### src/rtl/goldschmidt_ctrl_if.sv
// Request/response bundle between the divide requester and goldschmidt_ctrl.
interface goldschmidt_ctrl_if;
  logic       start;
  logic [7:0] a;
  logic [7:0] b;
  logic       busy;
  logic       done;
  logic [7:0] q;
  logic       div_by_zero;

  modport master (output start, a, b, input busy, done, q, div_by_zero);
  modport slave  (input start, a, b, output busy, done, q, div_by_zero);
endinterface

### src/rtl/goldschmidt_ctrl.sv
// Goldschmidt division sequencer for the 8-bit minifloat (s|eeee|mmm, bias 7).
// Latches the operands, builds the reciprocal seed, then steps an external
// combinational multiply datapath ITER times, capturing N/D/F each iteration.
module goldschmidt_ctrl #(
  parameter int ITER   = 3,
  parameter int DP_LAT = 0
) (
  input  logic              clk,
  input  logic              rst,
  goldschmidt_ctrl_if.slave req,
  output logic [7:0]        dp_n,
  output logic [7:0]        dp_d,
  output logic [7:0]        dp_f,
  input  logic [7:0]        dp_n_out,
  input  logic [7:0]        dp_d_out,
  input  logic [7:0]        dp_f_out
);
  typedef enum logic [1:0] {IDLE, SEED, RUN, DONE} state_t;

  localparam logic [2:0] ITER_LAST = 3'(ITER - 1);
  localparam logic [1:0] PH_LAST   = 2'(DP_LAT);

  state_t     state;
  logic       sgn;
  logic [7:0] n_r, d_r, f_r;
  logic [2:0] iter_cnt;
  logic [1:0] phase;
  logic       busy_r, done_r, dbz_r;
  logic [7:0] q_r;

  logic [3:0] seed_e;
  logic [2:0] seed_m;
  logic [2:0] seed_man;
  logic [3:0] seed_exp;
  logic       seed_uf;

  // Reciprocal seed from the latched divisor. The seed exponent is 14-e for an
  // exact power of two and 13-e otherwise; it drops below 1 exactly when
  // e >= 14 (m == 0) or e >= 13 (m != 0), which is the underflow flush.
  always_comb begin
    seed_e = d_r[6:3];
    seed_m = d_r[2:0];
    case (seed_m)
      3'd0:    seed_man = 3'd0;
      3'd1:    seed_man = 3'd6;
      3'd2:    seed_man = 3'd5;
      3'd3:    seed_man = 3'd4;
      3'd4:    seed_man = 3'd3;
      3'd5:    seed_man = 3'd2;
      default: seed_man = 3'd1;
    endcase
    seed_exp = (seed_m == 3'd0) ? (4'd14 - seed_e) : (4'd13 - seed_e);
    seed_uf  = (seed_m == 3'd0) ? (seed_e >= 4'd14) : (seed_e >= 4'd13);
  end

  // Control FSM with registered status outputs and the N/D/F iteration state.
  always_ff @(posedge clk) begin
    if (rst) begin
      state    <= IDLE;
      sgn      <= 1'b0;
      n_r      <= '0;
      d_r      <= '0;
      f_r      <= '0;
      iter_cnt <= '0;
      phase    <= '0;
      busy_r   <= 1'b0;
      done_r   <= 1'b0;
      dbz_r    <= 1'b0;
      q_r      <= '0;
    end else begin
      done_r <= 1'b0;
      case (state)
        IDLE: begin
          if (req.start) begin
            sgn    <= req.a[7] ^ req.b[7];
            n_r    <= {1'b0, req.a[6:0]};
            d_r    <= {1'b0, req.b[6:0]};
            busy_r <= 1'b1;
            state  <= SEED;
          end
        end
        SEED: begin
          if (d_r[6:3] == 4'd0) begin
            q_r    <= {sgn, 7'h78};
            dbz_r  <= 1'b1;
            done_r <= 1'b1;
            state  <= DONE;
          end else if (n_r[6:3] == 4'd0 || seed_uf) begin
            q_r    <= {sgn, 7'h00};
            dbz_r  <= 1'b0;
            done_r <= 1'b1;
            state  <= DONE;
          end else begin
            f_r      <= {1'b0, seed_exp, seed_man};
            iter_cnt <= '0;
            phase    <= '0;
            state    <= RUN;
          end
        end
        RUN: begin
          // Operands stay put for DP_LAT+1 cycles; capture on the last one.
          if (phase == PH_LAST) begin
            n_r      <= {1'b0, dp_n_out[6:0]};
            d_r      <= {1'b0, dp_d_out[6:0]};
            f_r      <= {1'b0, dp_f_out[6:0]};
            phase    <= '0;
            iter_cnt <= iter_cnt + 3'd1;
            if (iter_cnt == ITER_LAST) begin
              q_r    <= {sgn, dp_n_out[6:0]};
              dbz_r  <= 1'b0;
              done_r <= 1'b1;
              state  <= DONE;
            end
          end else begin
            phase <= phase + 2'd1;
          end
        end
        DONE: begin
          busy_r <= 1'b0;
          state  <= IDLE;
        end
        default: state <= IDLE;
      endcase
    end
  end

  assign req.busy        = busy_r;
  assign req.done        = done_r;
  assign req.q           = q_r;
  assign req.div_by_zero = dbz_r;
  assign dp_n            = n_r;
  assign dp_d            = d_r;
  assign dp_f            = f_r;
endmodule

### src/flat_wrapper.sv
// flat-port wrapper written by rule: the top's interface ports become plain ports
module goldschmidt_ctrl_flat 
#(
  parameter int ITER   = 3,
  parameter int DP_LAT = 0
)
  (clk, rst, dp_n, dp_d, dp_f, dp_n_out, dp_d_out, dp_f_out, req_start, req_a, req_b, req_busy, req_done, req_q, req_div_by_zero);
  goldschmidt_ctrl_if req_i ();
  input  logic clk;
  input  logic rst;
  output logic [7:0] dp_n;
  output logic [7:0] dp_d;
  output logic [7:0] dp_f;
  input  logic [7:0] dp_n_out;
  input  logic [7:0] dp_d_out;
  input  logic [7:0] dp_f_out;
  input wire logic [$bits(req_i.start)-1:0] req_start;
  input wire logic [$bits(req_i.a)-1:0] req_a;
  input wire logic [$bits(req_i.b)-1:0] req_b;
  output wire logic [$bits(req_i.busy)-1:0] req_busy;
  output wire logic [$bits(req_i.done)-1:0] req_done;
  output wire logic [$bits(req_i.q)-1:0] req_q;
  output wire logic [$bits(req_i.div_by_zero)-1:0] req_div_by_zero;
  assign req_i.start = req_start;
  assign req_i.a = req_a;
  assign req_i.b = req_b;
  assign req_busy = req_i.busy;
  assign req_done = req_i.done;
  assign req_q = req_i.q;
  assign req_div_by_zero = req_i.div_by_zero;
  goldschmidt_ctrl #(.ITER(ITER), .DP_LAT(DP_LAT)) u_core (.clk(clk), .rst(rst), .req(req_i), .dp_n(dp_n), .dp_d(dp_d), .dp_f(dp_f), .dp_n_out(dp_n_out), .dp_d_out(dp_d_out), .dp_f_out(dp_f_out));
endmodule
### config.mk
export PLATFORM = sky130hd
export DESIGN_NAME = goldschmidt_ctrl_flat
export DESIGN_NICKNAME = d
export VERILOG_FILES = /design/src/rtl/goldschmidt_ctrl_if.sv /design/src/rtl/goldschmidt_ctrl.sv /design/src/flat_wrapper.sv
export SDC_FILE = /design/constraint.sdc
export NUM_CORES = 1
export LEC_CHECK = 0
export ABC_AREA = 1
export BUFFER_PORTS_ARGS = -buffer_cell sky130_fd_sc_hd__buf_2
export CAP_MARGIN = 20
export CORE_UTILIZATION = 55
export CTS_BUF_LIST = sky130_fd_sc_hd__clkbuf_2
export DETAILED_ROUTE_END_ITERATION = 6
export GPL_TIMING_DRIVEN = 0
export PLACE_DENSITY = 0.87
export RECOVER_POWER = 25
export SKIP_CTS_REPAIR_TIMING = 1
export SLEW_MARGIN = 15
export SYNTH_ARGS = -nofsm -noshare
export SYNTH_HDL_FRONTEND = slang
export SYNTH_SLANG_ARGS = --single-unit
export TNS_END_PERCENT = 30
### constraint.sdc
create_clock -name clk -period 3.6 [get_ports clk]
set_clock_uncertainty 0.2 [all_clocks]
set_input_delay 0.54 -clock clk [delete_from_list [all_inputs] [get_ports clk]]
set_output_delay 0.54 -clock clk [all_outputs]
set_load 0.01 [all_outputs]
Yosys cells after proc, flatten, opt, wreduce, memory -nomap -nowiden
Cells that the tools add are included.
Word-level totals
  bits in registers: 43
  bits in latches: 0
  bits in writable memories: 0
  ROM bits: 0
  input port bits: 43
  output and inout bits: 35
  logic and storage cells: 93
  memories: 0
Cells by class
  add/sub/neg operators: 4
  multipliers: 0
  divide/modulo/power cells: 0
  order comparisons: 2
  equality and inequality tests: 15
  shift-type cells: 0
  multiplexer cells: 44
  bitwise operators: 1
  reduce and logical (&&, ||, !) cells: 16
Operators by type and width (count)
  8-bit two-way mux: 11
  8-bit case mux with 2 select lines: 4
  3-bit case mux with 6 select lines: 1
  2-bit two-way mux: 7
  1-bit two-way mux: 11
  3-bit by 2-bit == test with 1-bit output, second input constant: 3
  3-bit two-way mux: 3
  3-bit AND reduction: 3
  4-bit greater-or-equal comparator, second input constant: 2
  4-bit logical NOT: 2
  2-bit case mux with 4 select lines: 1
  4-bit AND reduction: 2
  4-bit subtractor, first input constant: 2
  3-bit == test, second input constant: 2
  2-bit inequality test, second input constant: 3
  1-bit case mux with 2 select lines: 3
  3-bit case mux with 2 select lines: 1
  2-bit nonzero test: 3
  2-bit == test, second input constant: 2
  2-bit logical NOT: 2
  4-bit two-way mux: 1
  2-bit by 1-bit inequality test with 1-bit output, second input constant: 2
  2-bit case mux with 2 select lines: 1
  2-bit AND reduction: 2
  8 further kinds: 8

Depth between registers and ports, before layout
  depth in word-level cells: 6
  mapped depth: 11
  gate-level depth less buffers: 11

Least setup slack after synthesis
No wires, ideal clock.
  path kind: reg2reg
  start point: reg u_core.state[0]
  end point: reg u_core.q_r[2] (netlist: u_core.req.q[2])
  setup time: 0.115 ns
  data arrival time: 1.461 ns
  required time: 3.285 ns
  path slack: 1.824 ns
  cell stages (with the launch flop): 11
  buffers on the path: 2
  clock period less this slack: 1.776 ns
  path through: dfxtp_1 > inv_1 > ha_1 > inv_2 > buf_2 > nor2_1 > nor2_1 > buf_2 > nand3_1 > nand2_1 > nor2_1
Between the ends
  cells in the longest elaborated chain, start to end: 3
  elaborated cells between the ends (all ways): 8
  those cells by class: 5 x eq/ne; 1 x mux; 2 x reduce/logical
Ends and longest elaborated chain
  start, declared: RTL line goldschmidt_ctrl.sv:23  | state_t state;
  start signal, assigned: RTL line goldschmidt_ctrl.sv:59  | state <= IDLE;
  start signal, assigned: RTL line goldschmidt_ctrl.sv:79  | state <= SEED;
  start signal, assigned: RTL line goldschmidt_ctrl.sv:87  | state <= DONE;
  2-bit by 1-bit == test with 1-bit output or 2-bit == test (tied branches): RTL line goldschmidt_ctrl.sv:72  | case (state)
  3-bit by 1-bit inequality test with 1-bit output (no source line), or another cell as far along
  4-bit AND reduction (no source line)
  end signal, assigned: RTL line goldschmidt_ctrl.sv:84  | q_r <= {sgn, 7'h78};
  end signal, assigned: RTL line goldschmidt_ctrl.sv:89  | q_r <= {sgn, 7'h00};
  end signal, assigned: RTL line goldschmidt_ctrl.sv:109  | q_r <= {sgn, dp_n_out[6:0]};
  end, declared: RTL line goldschmidt_ctrl.sv:29  | logic [7:0] q_r;
Parallel ways exist; a longest one is shown, timed or not.
A chain may end at the register's enable or synchronous reset.

Final worst setup path
  start point: reg u_core.state[0]
  end point: reg u_core.q_r[1] (netlist: u_core.req.q[1])
Same word-level chain as after synthesis.

==> impl_metrics.tcl <==
set metrics [dict create \
    endpoint "u_core.req.q[1]$_SDFFE_PP0P_" \
    grt_overflow 0 \
    grt_use_met2_pct 46.5 \
    slew_violations 0 \
    worst_slack_ps 1530 \
    clock_latency_ps 400 \
    cap_viol_max_count 0 \
    io_pins 78 \
    r2r_slack_ps 1530 \
    cts_sinks 40 \
    internal-power_mw 1.09 \
    die_w_um 65.2 \
    p_switching_mw 1.00 \
    place_hpwl_mm 4.07 \
    area_growth_pct 20.1 \
    status "complete, no violations" \
    via_per_inst 5.12 \
    ys_warn_count 0 \
    grt_util_met3_pct 5.56 \
    final_cell_mix "84 x nand2_1, 60 x buf_2, 40 x dfxtp_1" \
    first_iter_violations 139 \
    drc 0 \
    p_leak_nw 1.29 \
    grt_pass1_wl_mm 9.10 \
    grt_setup_unrepaired "false" \
    num_rows 22 \
    ir_worst_vdd_v 0.000441 \
    timing.rr.start "u_core.state[0]$_SDFFE_PP0P_" \
    critPathCaptureType "flip-flop" \
    root_buffer "clkbuf_2" \
    p_sw_share_pct 48.0 \
    synthCells 313 \
    worstSetupPathType "flip-flop to flip-flop" \
    track_usage_pct 27.5 \
    antenna_found_initial 0 \
    dieArea_um2 4250 \
    drive_gt1_share_pct 21.4 \
    required_ps 3740 \
    post_drt_wl_per_cell_um 12.0 \
    period_share_pct 57.6 \
    preCtsSetupSlack_ps 1550 \
    gr-usage-met1_pct 34.0 \
    netlist_area_um2 2200 \
    startpoint "u_core.state[0]$_SDFFE_PP0P_" \
    finalSetupTns_ps 0 \
    clkTransAtPathRegs_ps 200 \
    first_global_vias 2155 \
    nNetsFinal 450 \
    routed_wl_mm 5.30 \
    dp.cells 434 \
    arrival_ps 2210 \
    yosysSeqAreaShare_pct 36.5 \
    routabilityCongestion 0.977 \
    hp-class "input pin to flip-flop" \
    final_cell_count_no_fill 441 \
    diodes 0 \
    grt_start_max_net_pins 13 \
    finalHoldViolCount 0 \
    power_frac_comb_pct 57.0 \
    period_needed_ps 2070 \
    p_per_area_nw_per_um2 792 \
    synth_largest_area_cell "dfxtp_1" \
    grt.busiest_layer "met2" \
    initial_core_util_pct 58.7 \
    ant_nets 0 \
    p_clk_share_pct 9.1 \
    synth_seq_cells 40 \
    cts_tree "yes" \
    synth_area_leaders "dfxtp_1 36%, nand2_1 14%, ha_1 8.0%, nand3_1 7.1%, a21oi_1 6.8%" \
    reg2regPathDepth 9 \
    die_h_um 65.2 \
    timing.rr.end "u_core.req.q[1]$_SDFFE_PP0P_" \
    finalSetupViolations 0 \
    vias 2259 \
    drt_first_pass_iters 5 \
    layout_commonest_cell "nand2_1" \
    cts_made_buffers 5 \
    syn_avg_cell_area_um2 7.02 \
    fmax_ghz 0.482 \
    cts_htree_levels 2 \
    netlist.area_leader.share_pct 36.5 \
    synth_cell_types 27 \
    clock_path_buffers 2 \
    worstPathMaxFanout 10 \
    port_buffers 71 \
    p_seq_share_pct 33.8 \
    start_kind "flip-flop" \
    core_um2 3740 \
    num-fill-cells 351 \
]
==> worst max-delay path, cell delays in order (launching register included) <==
cell,delay (ps)
dfxtp_1,440
inv_1,90
ha_1,270
inv_2,70
buf_2,220
nor2_1,100
nor2_1,150
buf_2,230
nand3_1,100
a21oi_1,160
==> how the worst min path moves through the flow <==
stage                                              from                                  end  slack [ps]  cells after the start
floorplan                  u_core.phase[0]$_SDFFE_PP0P_         u_core.phase[0]$_SDFFE_PP0P_         240                      2
global placement    u_core.req.div_by_zero$_SDFFE_PP0P_  u_core.req.div_by_zero$_SDFFE_PP0P_         250                      2
detailed placement         u_core.req.q[6]$_SDFFE_PP0P_         u_core.req.q[6]$_SDFFE_PP0P_         250                      2
CTS                                                 rst  u_core.req.div_by_zero$_SDFFE_PP0P_         140                      2
global route                                        rst      u_core.iter_cnt[2]$_SDFFE_PP0P_         130                      2
finish                                              rst      u_core.iter_cnt[2]$_SDFFE_PP0P_         150                      2
==> kinds of logic (layout without fill, tap and decap cells) <==
family | count (synthesis) | in the layout | synth area share [%]
compound gates | 67 | 67 | 16.9
xor+xnor | 3 | 3 | 1.20
fa+ha+maj | 14 | 14 | 7.98
buf+inv | 42 | 120 | 9.34
flops | 40 | 40 | 36.5
other cells | 1 | 3 | 0.171
simple gates | 146 | 146 | 28.0
==> final cells by class <==
type | count | area [µm²] | area share, %
Buffer | 19 | 119 | 4.51
Inverter | 23 | 86.3 | 3.27
Multi-Input combinational cell | 233 | 1200 | 45.4
Tap cell | 48 | 60.1 | 2.28
Clock inverter | 2 | 12.5 | 0.475
Timing Repair Buffer | 71 | 335 | 12.7
Clock buffer | 5 | 25.0 | 0.949
Sequential cell | 40 | 801 | 30.4
==> power groups by stage <==
stage                     logic (mW)  registers [mW]  clock network (mW)
after floorplan                0.814           0.753                   0
after global placement          1.17           0.709                   0
after detailed placement        1.20           0.714                   0
after CTS                       1.20           0.703               0.194
after global routing            1.36           0.726               0.210
final                           1.19           0.707               0.191
==> synthesized netlist by cell type <==
| master | n |
|---|---|
| buf_6 | 3 |
| or2_2 | 3 |
| nor2_2 | 1 |
| inv_1 | 21 |
| clkbuf_1 | 6 |
| buf_4 | 5 |
| nand3_1 | 31 |
| nor3_1 | 1 |
| o2bb2ai_1 | 1 |
| xnor2_1 | 3 |
| nand3b_1 | 1 |
| nand4_1 | 2 |
| inv_2 | 2 |
| nand2_1 | 84 |
| a22oi_1 | 1 |
| ha_1 | 14 |
| conb_1 | 1 |
| o21a_1 | 1 |
| dfxtp_1 | 40 |
| a31oi_1 | 12 |
| buf_2 | 5 |
| nor2_1 | 20 |
| or2_1 | 1 |
| a21oi_1 | 30 |
| o21ai_0 | 21 |
| nand2_2 | 2 |
| a21oi_4 | 1 |
==> stage by stage <==
| step | hold slack, ps | total power, mW | util [%] | instance area (µm²) |
|---|---|---|---|---|
| 6_report | 155 | 2.09 | 70.4 | 2640 |
| 3_3_place_gp | 248 | 1.88 | 70.0 | 2620 |
| 3_5_place_dp | 251 | 1.91 | 70.0 | 2620 |
| 2_1_floorplan | 239 | 1.57 | - | 2200 |
| 4_1_cts | 139 | 2.10 | 71.0 | 2660 |
| 5_1_grt | 130 | 2.30 | 70.4 | 2640 |
==> metal layers <==
layer	vias to the layer above	wire length, µm
li1	1185	-
met4	0	102
met2	72	2420
met3	11	325
met5	-	0
met1	991	2450
==> sequential cells by signal, summed over array words and instances (netlist names) <==
register and cells:
u_core.req.done 1, u_core.req.q 8, u_core.req.div_by_zero 1, u_core.dp_n 7, u_core.iter_cnt 3, u_core.dp_f 7
u_core.sgn 1, u_core.dp_d 7, u_core.req.busy 1, u_core.state 2, u_core.phase 2
No activity file was read; power rests on OpenSTA's default activity.
